<file path="config.mk">
export PLATFORM = sky130hd
export DESIGN_NAME = ps2_rx_fifo
export DESIGN_NICKNAME = d
export VERILOG_FILES = /design/src/rtl/ps2_pkg.sv /design/src/rtl/ps2_fifo.sv /design/src/rtl/ps2_rx_fifo.sv
export SDC_FILE = /design/constraint.sdc
export NUM_CORES = 1
export LEC_CHECK = 0
export ABC_AREA = 1
export CAP_MARGIN = 15
export CORE_ASPECT_RATIO = 0.75
export CORE_MARGIN = 2
export CORE_UTILIZATION = 55
export CTS_CLUSTER_DIAMETER = 200
export DETAILED_ROUTE_END_ITERATION = 12
export GPL_TIMING_DRIVEN = 0
export PLACE_DENSITY = 0.78
export SETUP_SLACK_MARGIN = 0.02
export SLEW_MARGIN = 20
export SYNTH_ARGS = -nofsm -noshare
export SYNTH_HDL_FRONTEND = slang
export SYNTH_HIERARCHICAL = 1
export SYNTH_SLANG_ARGS = --single-unit
</file>
<file path="constraint.sdc">
create_clock -name clk -period 3.2 [get_ports clk]
set_clock_uncertainty 0.1 [all_clocks]
set_input_delay 0.64 -clock clk [delete_from_list [all_inputs] [get_ports clk]]
set_output_delay 0.64 -clock clk [all_outputs]
set_load 0.02 [all_outputs]
</file>
<file path="src/rtl/ps2_pkg.sv">
// Shared types and constants for the PS/2 receive path.
package ps2_pkg;

  typedef enum logic [1:0] {
    IDLE,
    DATA,
    PARITY,
    STOP
  } ps2_state_e;

  localparam logic PS2_START_BIT = 1'b0;
  localparam logic PS2_STOP_BIT  = 1'b1;
  localparam int   PS2_DATA_BITS = 8;

  // Scan codes that show up often on the wire
  localparam logic [7:0] PS2_BREAK  = 8'hF0;
  localparam logic [7:0] PS2_BAT_OK = 8'hAA;

  // PS/2 uses odd parity: data plus parity bit must hold an odd number of ones
  function automatic logic ps2_parity_ok(input logic [PS2_DATA_BITS-1:0] d, input logic p);
    return ^{d, p};
  endfunction

endpackage

</file>
<file path="src/rtl/ps2_fifo.sv">
// Small synchronous FIFO holding received bytes; head is shown combinationally.
module ps2_fifo #(
  parameter int DEPTH = 4,
  parameter int WIDTH = 8
) (
  input  logic             clk_i,
  input  logic             rst_ni,
  input  logic             push_i,
  input  logic             pop_i,
  input  logic [WIDTH-1:0] wdata_i,
  output logic [WIDTH-1:0] head_o,
  output logic             empty_o,
  output logic             full_o
);

  localparam int AW = $clog2(DEPTH);
  localparam logic [AW:0]   FULL_CNT = (AW+1)'(DEPTH);
  localparam logic [AW:0]   CNT_ONE  = (AW+1)'(1);
  localparam logic [AW-1:0] PTR_ONE  = AW'(1);

  logic [WIDTH-1:0] mem_q [DEPTH];
  logic [AW-1:0]    wr_ptr_q, rd_ptr_q;
  logic [AW:0]      cnt_q;
  logic             do_push, do_pop;

  assign empty_o = (cnt_q == '0);
  assign full_o  = (cnt_q == FULL_CNT);
  assign head_o  = empty_o ? '0 : mem_q[rd_ptr_q];

  // A pop on a full FIFO frees the slot the simultaneous push needs
  assign do_pop  = pop_i & ~empty_o;
  assign do_push = push_i & (~full_o | do_pop);

  // Pointer and occupancy bookkeeping
  always_ff @(posedge clk_i or negedge rst_ni) begin
    if (!rst_ni) begin
      wr_ptr_q <= '0;
      rd_ptr_q <= '0;
      cnt_q    <= '0;
    end else begin
      if (do_push) wr_ptr_q <= wr_ptr_q + PTR_ONE;
      if (do_pop)  rd_ptr_q <= rd_ptr_q + PTR_ONE;
      case ({do_push, do_pop})
        2'b10:   cnt_q <= cnt_q + CNT_ONE;
        2'b01:   cnt_q <= cnt_q - CNT_ONE;
        default: cnt_q <= cnt_q;
      endcase
    end
  end

  // Storage array; contents are only visible while occupancy says so
  always_ff @(posedge clk_i) begin
    if (do_push) mem_q[wr_ptr_q] <= wdata_i;
  end

endmodule

</file>
<file path="src/rtl/ps2_rx_fifo.sv">
// PS/2 device-to-host receiver: pin conditioning, frame deframer, error flags
// and a byte FIFO whose head is the bus interface's read register.
module ps2_rx_fifo
  import ps2_pkg::*;
#(
  parameter int FIFO_DEPTH  = 4,
  parameter int FILTER_LEN  = 4,
  parameter int TIMEOUT_CYC = 20000
) (
  input  logic       clk,
  input  logic       rst_n,
  input  logic       ps2_clk,
  input  logic       ps2_data,
  input  logic       clr,
  input  logic       err_clr,
  output logic [7:0] rd_data,
  output logic       data_valid,
  output logic       fifo_full,
  output logic       parity_err,
  output logic       frame_err,
  output logic       overflow
);

  localparam int FCW = $clog2(FILTER_LEN + 1);
  localparam int TW  = $clog2(TIMEOUT_CYC + 1);

  logic [1:0]     ps2_clk_sync_q, ps2_data_sync_q;
  logic           filt_q, filt_prev_q;
  logic [FCW-1:0] fcnt_q;
  logic           fall;
  logic           data_s;

  ps2_state_e     state_q, state_d;
  logic [2:0]     bit_cnt_q, bit_cnt_d;
  logic [7:0]     shift_q, shift_d;
  logic           par_q, par_d;
  logic [TW-1:0]  tmo_q, tmo_d;
  logic           push_q, push_d;
  logic [7:0]     push_data_q;
  logic           frame_evt, par_evt, ovf_evt;

  logic           clr_d_q;
  logic           pop;
  logic           fifo_empty;
  logic           parity_err_q, frame_err_q, overflow_q;

  assign data_s = ps2_data_sync_q[1];
  assign fall   = filt_prev_q & ~filt_q;
  assign pop    = clr & ~clr_d_q;

  // Two-flop synchronisers; idle PS/2 lines float high
  always_ff @(posedge clk or negedge rst_n) begin
    if (!rst_n) begin
      ps2_clk_sync_q  <= 2'b11;
      ps2_data_sync_q <= 2'b11;
    end else begin
      ps2_clk_sync_q  <= {ps2_clk_sync_q[0], ps2_clk};
      ps2_data_sync_q <= {ps2_data_sync_q[0], ps2_data};
    end
  end

  // Clock filter: follow the synchronised clock only after FILTER_LEN agreeing samples
  always_ff @(posedge clk or negedge rst_n) begin
    if (!rst_n) begin
      filt_q      <= 1'b1;
      filt_prev_q <= 1'b1;
      fcnt_q      <= '0;
    end else begin
      filt_prev_q <= filt_q;
      if (ps2_clk_sync_q[1] == filt_q) begin
        fcnt_q <= '0;
      end else if (fcnt_q == FCW'(FILTER_LEN - 1)) begin
        filt_q <= ps2_clk_sync_q[1];
        fcnt_q <= '0;
      end else begin
        fcnt_q <= fcnt_q + FCW'(1);
      end
    end
  end

  // Deframer next-state logic, including the mid-frame watchdog
  always_comb begin
    state_d   = state_q;
    bit_cnt_d = bit_cnt_q;
    shift_d   = shift_q;
    par_d     = par_q;
    tmo_d     = tmo_q;
    push_d    = 1'b0;
    frame_evt = 1'b0;
    par_evt   = 1'b0;

    if (state_q == IDLE || fall) tmo_d = '0;
    else                         tmo_d = tmo_q + TW'(1);

    case (state_q)
      IDLE: begin
        if (fall && data_s == PS2_START_BIT) begin
          state_d   = DATA;
          bit_cnt_d = '0;
        end
      end
      DATA: begin
        if (fall) begin
          shift_d = {data_s, shift_q[7:1]};
          if (bit_cnt_q == 3'(PS2_DATA_BITS - 1)) state_d = PARITY;
          else                                    bit_cnt_d = bit_cnt_q + 3'd1;
        end
      end
      PARITY: begin
        if (fall) begin
          par_d   = data_s;
          state_d = STOP;
        end
      end
      STOP: begin
        if (fall) begin
          state_d = IDLE;
          if (data_s != PS2_STOP_BIT)              frame_evt = 1'b1;
          else if (!ps2_parity_ok(shift_q, par_q)) par_evt   = 1'b1;
          else                                     push_d    = 1'b1;
        end
      end
      default: state_d = IDLE;
    endcase

    // A stalled device clock abandons the partial byte
    if (state_q != IDLE && !fall && tmo_q == TW'(TIMEOUT_CYC)) begin
      state_d   = IDLE;
      frame_evt = 1'b1;
      push_d    = 1'b0;
    end
  end

  // Deframer state, timeout counter and push strobe
  always_ff @(posedge clk or negedge rst_n) begin
    if (!rst_n) begin
      state_q   <= IDLE;
      bit_cnt_q <= '0;
      par_q     <= 1'b0;
      tmo_q     <= '0;
      push_q    <= 1'b0;
    end else begin
      state_q   <= state_d;
      bit_cnt_q <= bit_cnt_d;
      par_q     <= par_d;
      tmo_q     <= tmo_d;
      push_q    <= push_d;
    end
  end

  // Shift register and the byte handed to the FIFO (data only, no reset needed)
  always_ff @(posedge clk) begin
    shift_q <= shift_d;
    if (push_d) push_data_q <= shift_q;
  end

  // A good byte arriving at a full FIFO with no pop in the same cycle is lost
  assign ovf_evt = push_q & fifo_full & ~pop;

  // clr edge detector and sticky error flags; a new event beats err_clr
  always_ff @(posedge clk or negedge rst_n) begin
    if (!rst_n) begin
      clr_d_q      <= 1'b0;
      parity_err_q <= 1'b0;
      frame_err_q  <= 1'b0;
      overflow_q   <= 1'b0;
    end else begin
      clr_d_q      <= clr;
      parity_err_q <= par_evt   | (parity_err_q & ~err_clr);
      frame_err_q  <= frame_evt | (frame_err_q  & ~err_clr);
      overflow_q   <= ovf_evt   | (overflow_q   & ~err_clr);
    end
  end

  ps2_fifo #(
    .DEPTH(FIFO_DEPTH),
    .WIDTH(PS2_DATA_BITS)
  ) u_fifo (
    .clk_i  (clk),
    .rst_ni (rst_n),
    .push_i (push_q),
    .pop_i  (pop),
    .wdata_i(push_data_q),
    .head_o (rd_data),
    .empty_o(fifo_empty),
    .full_o (fifo_full)
  );

  assign data_valid = ~fifo_empty;
  assign parity_err = parity_err_q;
  assign frame_err  = frame_err_q;
  assign overflow   = overflow_q;

endmodule
</file>
==> summary.txt, run 1 <==
CTS tree: done
PwrDens: 772 mW/mm²
CP startpoint kind: register
Critical Path RT: 2460 ps
clock tree buffer depth: 2
Detail Route Antenna Nets: 0
mux cell area share after synthesis: 0
total setup buffers inserted after CTS: 0
design area: 0.00475 mm²
hold buffer count at CTS: 0
Syn Inst Count: 442
Synth Area in XOR/XNOR: 0.0104
vias in the first global route: 2775
Cell Rows: 27
CP max stage delay: 640 ps
syn nets: 463
CTS sink cnt: 90
Post-Route WL: 7.33 mm
#FFs+latches synth: 90
die area: 0.00837 mm²
HPWL Detailed: 5.20 mm
placed cell area: 0.00453 mm²
first-pass GRT wire length: 12.6 mm
Remaining DRCs: 0
status: complete, no violations
CP endpoint kind: output port
largest family of logic cells by synthesized area: simple AND/OR/NAND/NOR gates
Via Count: 2834
Die Span Y: 79.7 µm
dominant cells by area after synthesis: edfxtp_1, dfrtp_1, nand2_1
Synth Area in Adders: 0.0464
die width: 105 µm
max layer used: met4
met3 wire length: 278 µm
Cell Chain, Critical Path: buf_6 -> inv_6 -> buf_8 -> nand2_1 -> nand3_1 -> a21oi_1 -> clkdlybuf4s50_1
initial antenna violation count: 0
final core occ: 0.644
initial drt markers: 149
count of cells resized by post-cts repair: 0
Worst Path Class, Setup: reg -> out
Vias/cell: 4.90
endpoints failing setup: 0
GRT Util Overall: 0.195
flop-to-flop setup slack: 1080 ps
Final Hold Fails: 0
period utilization: 0.878
worst reg2reg path depth: 4
Area growth syn-to-layout: 12.8%
clock slew at reported path FFs: 90 ps
HP Class: in -> async
CTS Root Buffer Type: clkbuf_8
RSZ-0062 raised after global routing: false
Synth Area in Compound Gates: 0.0419
mean area per synthesized cell: 9.52 µm²
Crit Path Max Fanout: 10
commonest non-fill, non-tap cell in the layout: nand2_1
sequential area share after synthesis: 0.594
Syn Std Cell Area: 0.00421 mm²
floorplan core area: 0.00736 mm²
Synth Warn #: 6
Final Net Count: 493
met2 wire length: 3.50 mm
commonest non-fill, non-tap cells in the layout: nand2_1, inv_1, edfxtp_1
post-route insts no fill: 578
# IOs: 19
placed cell count: 562
port bufs: 18
Leakage: 2.23 nW
worst skew pair latency: 360 ps
Antenna diodes: 0
Slew HR: 0.446
MaxCap Viol Count: 0
largest net degree at the start of global routing: 31
WHS: 63.2 ps
share of layout cells above drive strength 1: 0.0985
setup TNS: 0 ps
RePlAce Congestion: 0.832
H-tree depth: 3
RR Startpoint: state_q[0]
first-pass detailed-route iteration total: 4
WL/cell: 12.7 µm
Synth top area share: 0.343
wl on met1: 3.41 mm
peak supply drop: 380 µV
Distinct cells, synth: 34
Worst path slowest cell: clkdlybuf4s50_1
remaining global-route overflow: 0
Synth Area in Simple Gates: 0.212
worst slew pin tran: 828 ps
f_max: 356 MHz
Inserted Clock Buffers: 9
post-synth top area cell: edfxtp_1
Pins Over Slew Limit: 0
Starting Density: 0.571
worst flop-to-flop path endpoint: push_data_q[2]
WP data arrival: 2070 ps
minimum clock period: 2810 ps
==> cell type report <==
cell class,count,area [µm²]
fillers,582,2620
flip-flops and latches,90,2500
multi-input cells,255,1310
inverters,93,355
repair buffers,19,195
clock buffers,13,174
well taps,101,126
plain buffers,4,45.0
clock inverters,3,43.8
==> stage by stage <==
stage               setup slack, ps  power (mW)
finish                          391        3.66
global route                    272        3.91
CTS                             390        3.68
detailed placement              283        2.87
global placement                306        2.81
floorplan                      1150        2.43
==> registers in the layout, indices dropped and copies added, names as in the netlist <==
name,cells
bit_cnt_q,3
clr_d_q,1
fcnt_q,3
filt_prev_q,1
filt_q,1
frame_err,1
overflow,1
par_q,1
parity_err,1
ps2_clk_sync_q,2
ps2_data_sync_q,2
push_data_q,8
push_q,1
shift_q,8
state_q,2
tmo_q,15
u_fifo/cnt_q,3
u_fifo/mem_q,32
u_fifo/rd_ptr_q,2
u_fifo/wr_ptr_q,2
==> worst max-delay path: cells and delay by family (launching register included) <==
family,cells,cell delay [ps]
DFF,1,350
buffers and inverters,4,1020
and+or+nand+nor,2,120
AOI/OAI and AO/OA,1,210
==> cell usage after synthesis <==
cell type / count
nand2_1: 116
inv_1: 88
edfxtp_1: 48
dfrtp_1: 36
nor2_1: 32
nand3_1: 29
a21oi_1: 15
ha_1: 14
nor3_1: 7
o21ai_0: 7
dfstp_2: 6
nand2_2: 6
nand4_1: 4
o21ai_1: 4
xnor2_1: 4
inv_2: 3
a21oi_2: 2
buf_6: 2
nand2_4: 2
nor3_4: 2
o211ai_1: 2
a21boi_0: 1
buf_4: 1
buf_8: 1
clkinv_2: 1
fa_1: 1
inv_6: 1
nand3_2: 1
nand3b_1: 1
nor2_2: 1
nor3b_1: 1
o22ai_1: 1
or2_2: 1
xor2_1: 1
==> power breakdown <==
part | switching, mW | internal, mW
combinational | 0.818 | 0.528
sequential | 0.118 | 1.38
clock | 0.377 | 0.439
total | 1.31 | 2.35
==> worst max path at each step <==
stage	start	to	slack, ps	cells past startpoint
final	u_fifo/rd_ptr_q[0]	rd_data[7]	390	7
after floorplan	clr	u_fifo/cnt_q[1]	1150	9
after CTS	u_fifo/rd_ptr_q[0]	rd_data[7]	390	7
after global routing	u_fifo/rd_ptr_q[0]	rd_data[6]	270	7
after global placement	rst_n	fcnt_q[2]	310	1
after detailed placement	clr	u_fifo/mem_q[0][3]	280	7
==> per-layer routing <==
layer,global-route usage,up-vias
met2,0.328,41
li1,-,1445
met4,0.0693,0
met3,0.0490,13
met5,0,-
met1,0.248,1335
==> cells by family (layout without fill, tap and decap cells) <==
family | Yosys count | after routing
adders and majority gates | 15 | 15
AOI/OAI and AO/OA | 32 | 32
xor gates and xnor gates | 5 | 5
DFF | 90 | 90
and+or+nand+nor | 203 | 203
buffers and inverters | 97 | 132
Power figures use the tool's default switching activity.
==> inputs of run 2 (changes only) <==
Clock period 3.2 ns to 3.29 ns, I/O delays scaled along.
==> results of run 2 <==
Same layout as run 1 (identical final DEF). Status: complete, no violations.
Among the figures that moved: setup slack after placement 283 ps -> 355 ps; setup slack after layout 391 ps -> 463 ps; hold slack 63.2 ps -> 81.2 ps; register-to-register setup slack 1080 ps -> 1170 ps; total power 3.66 mW -> 3.56 mW; worst IR drop on VDD 380 µV -> 370 µV
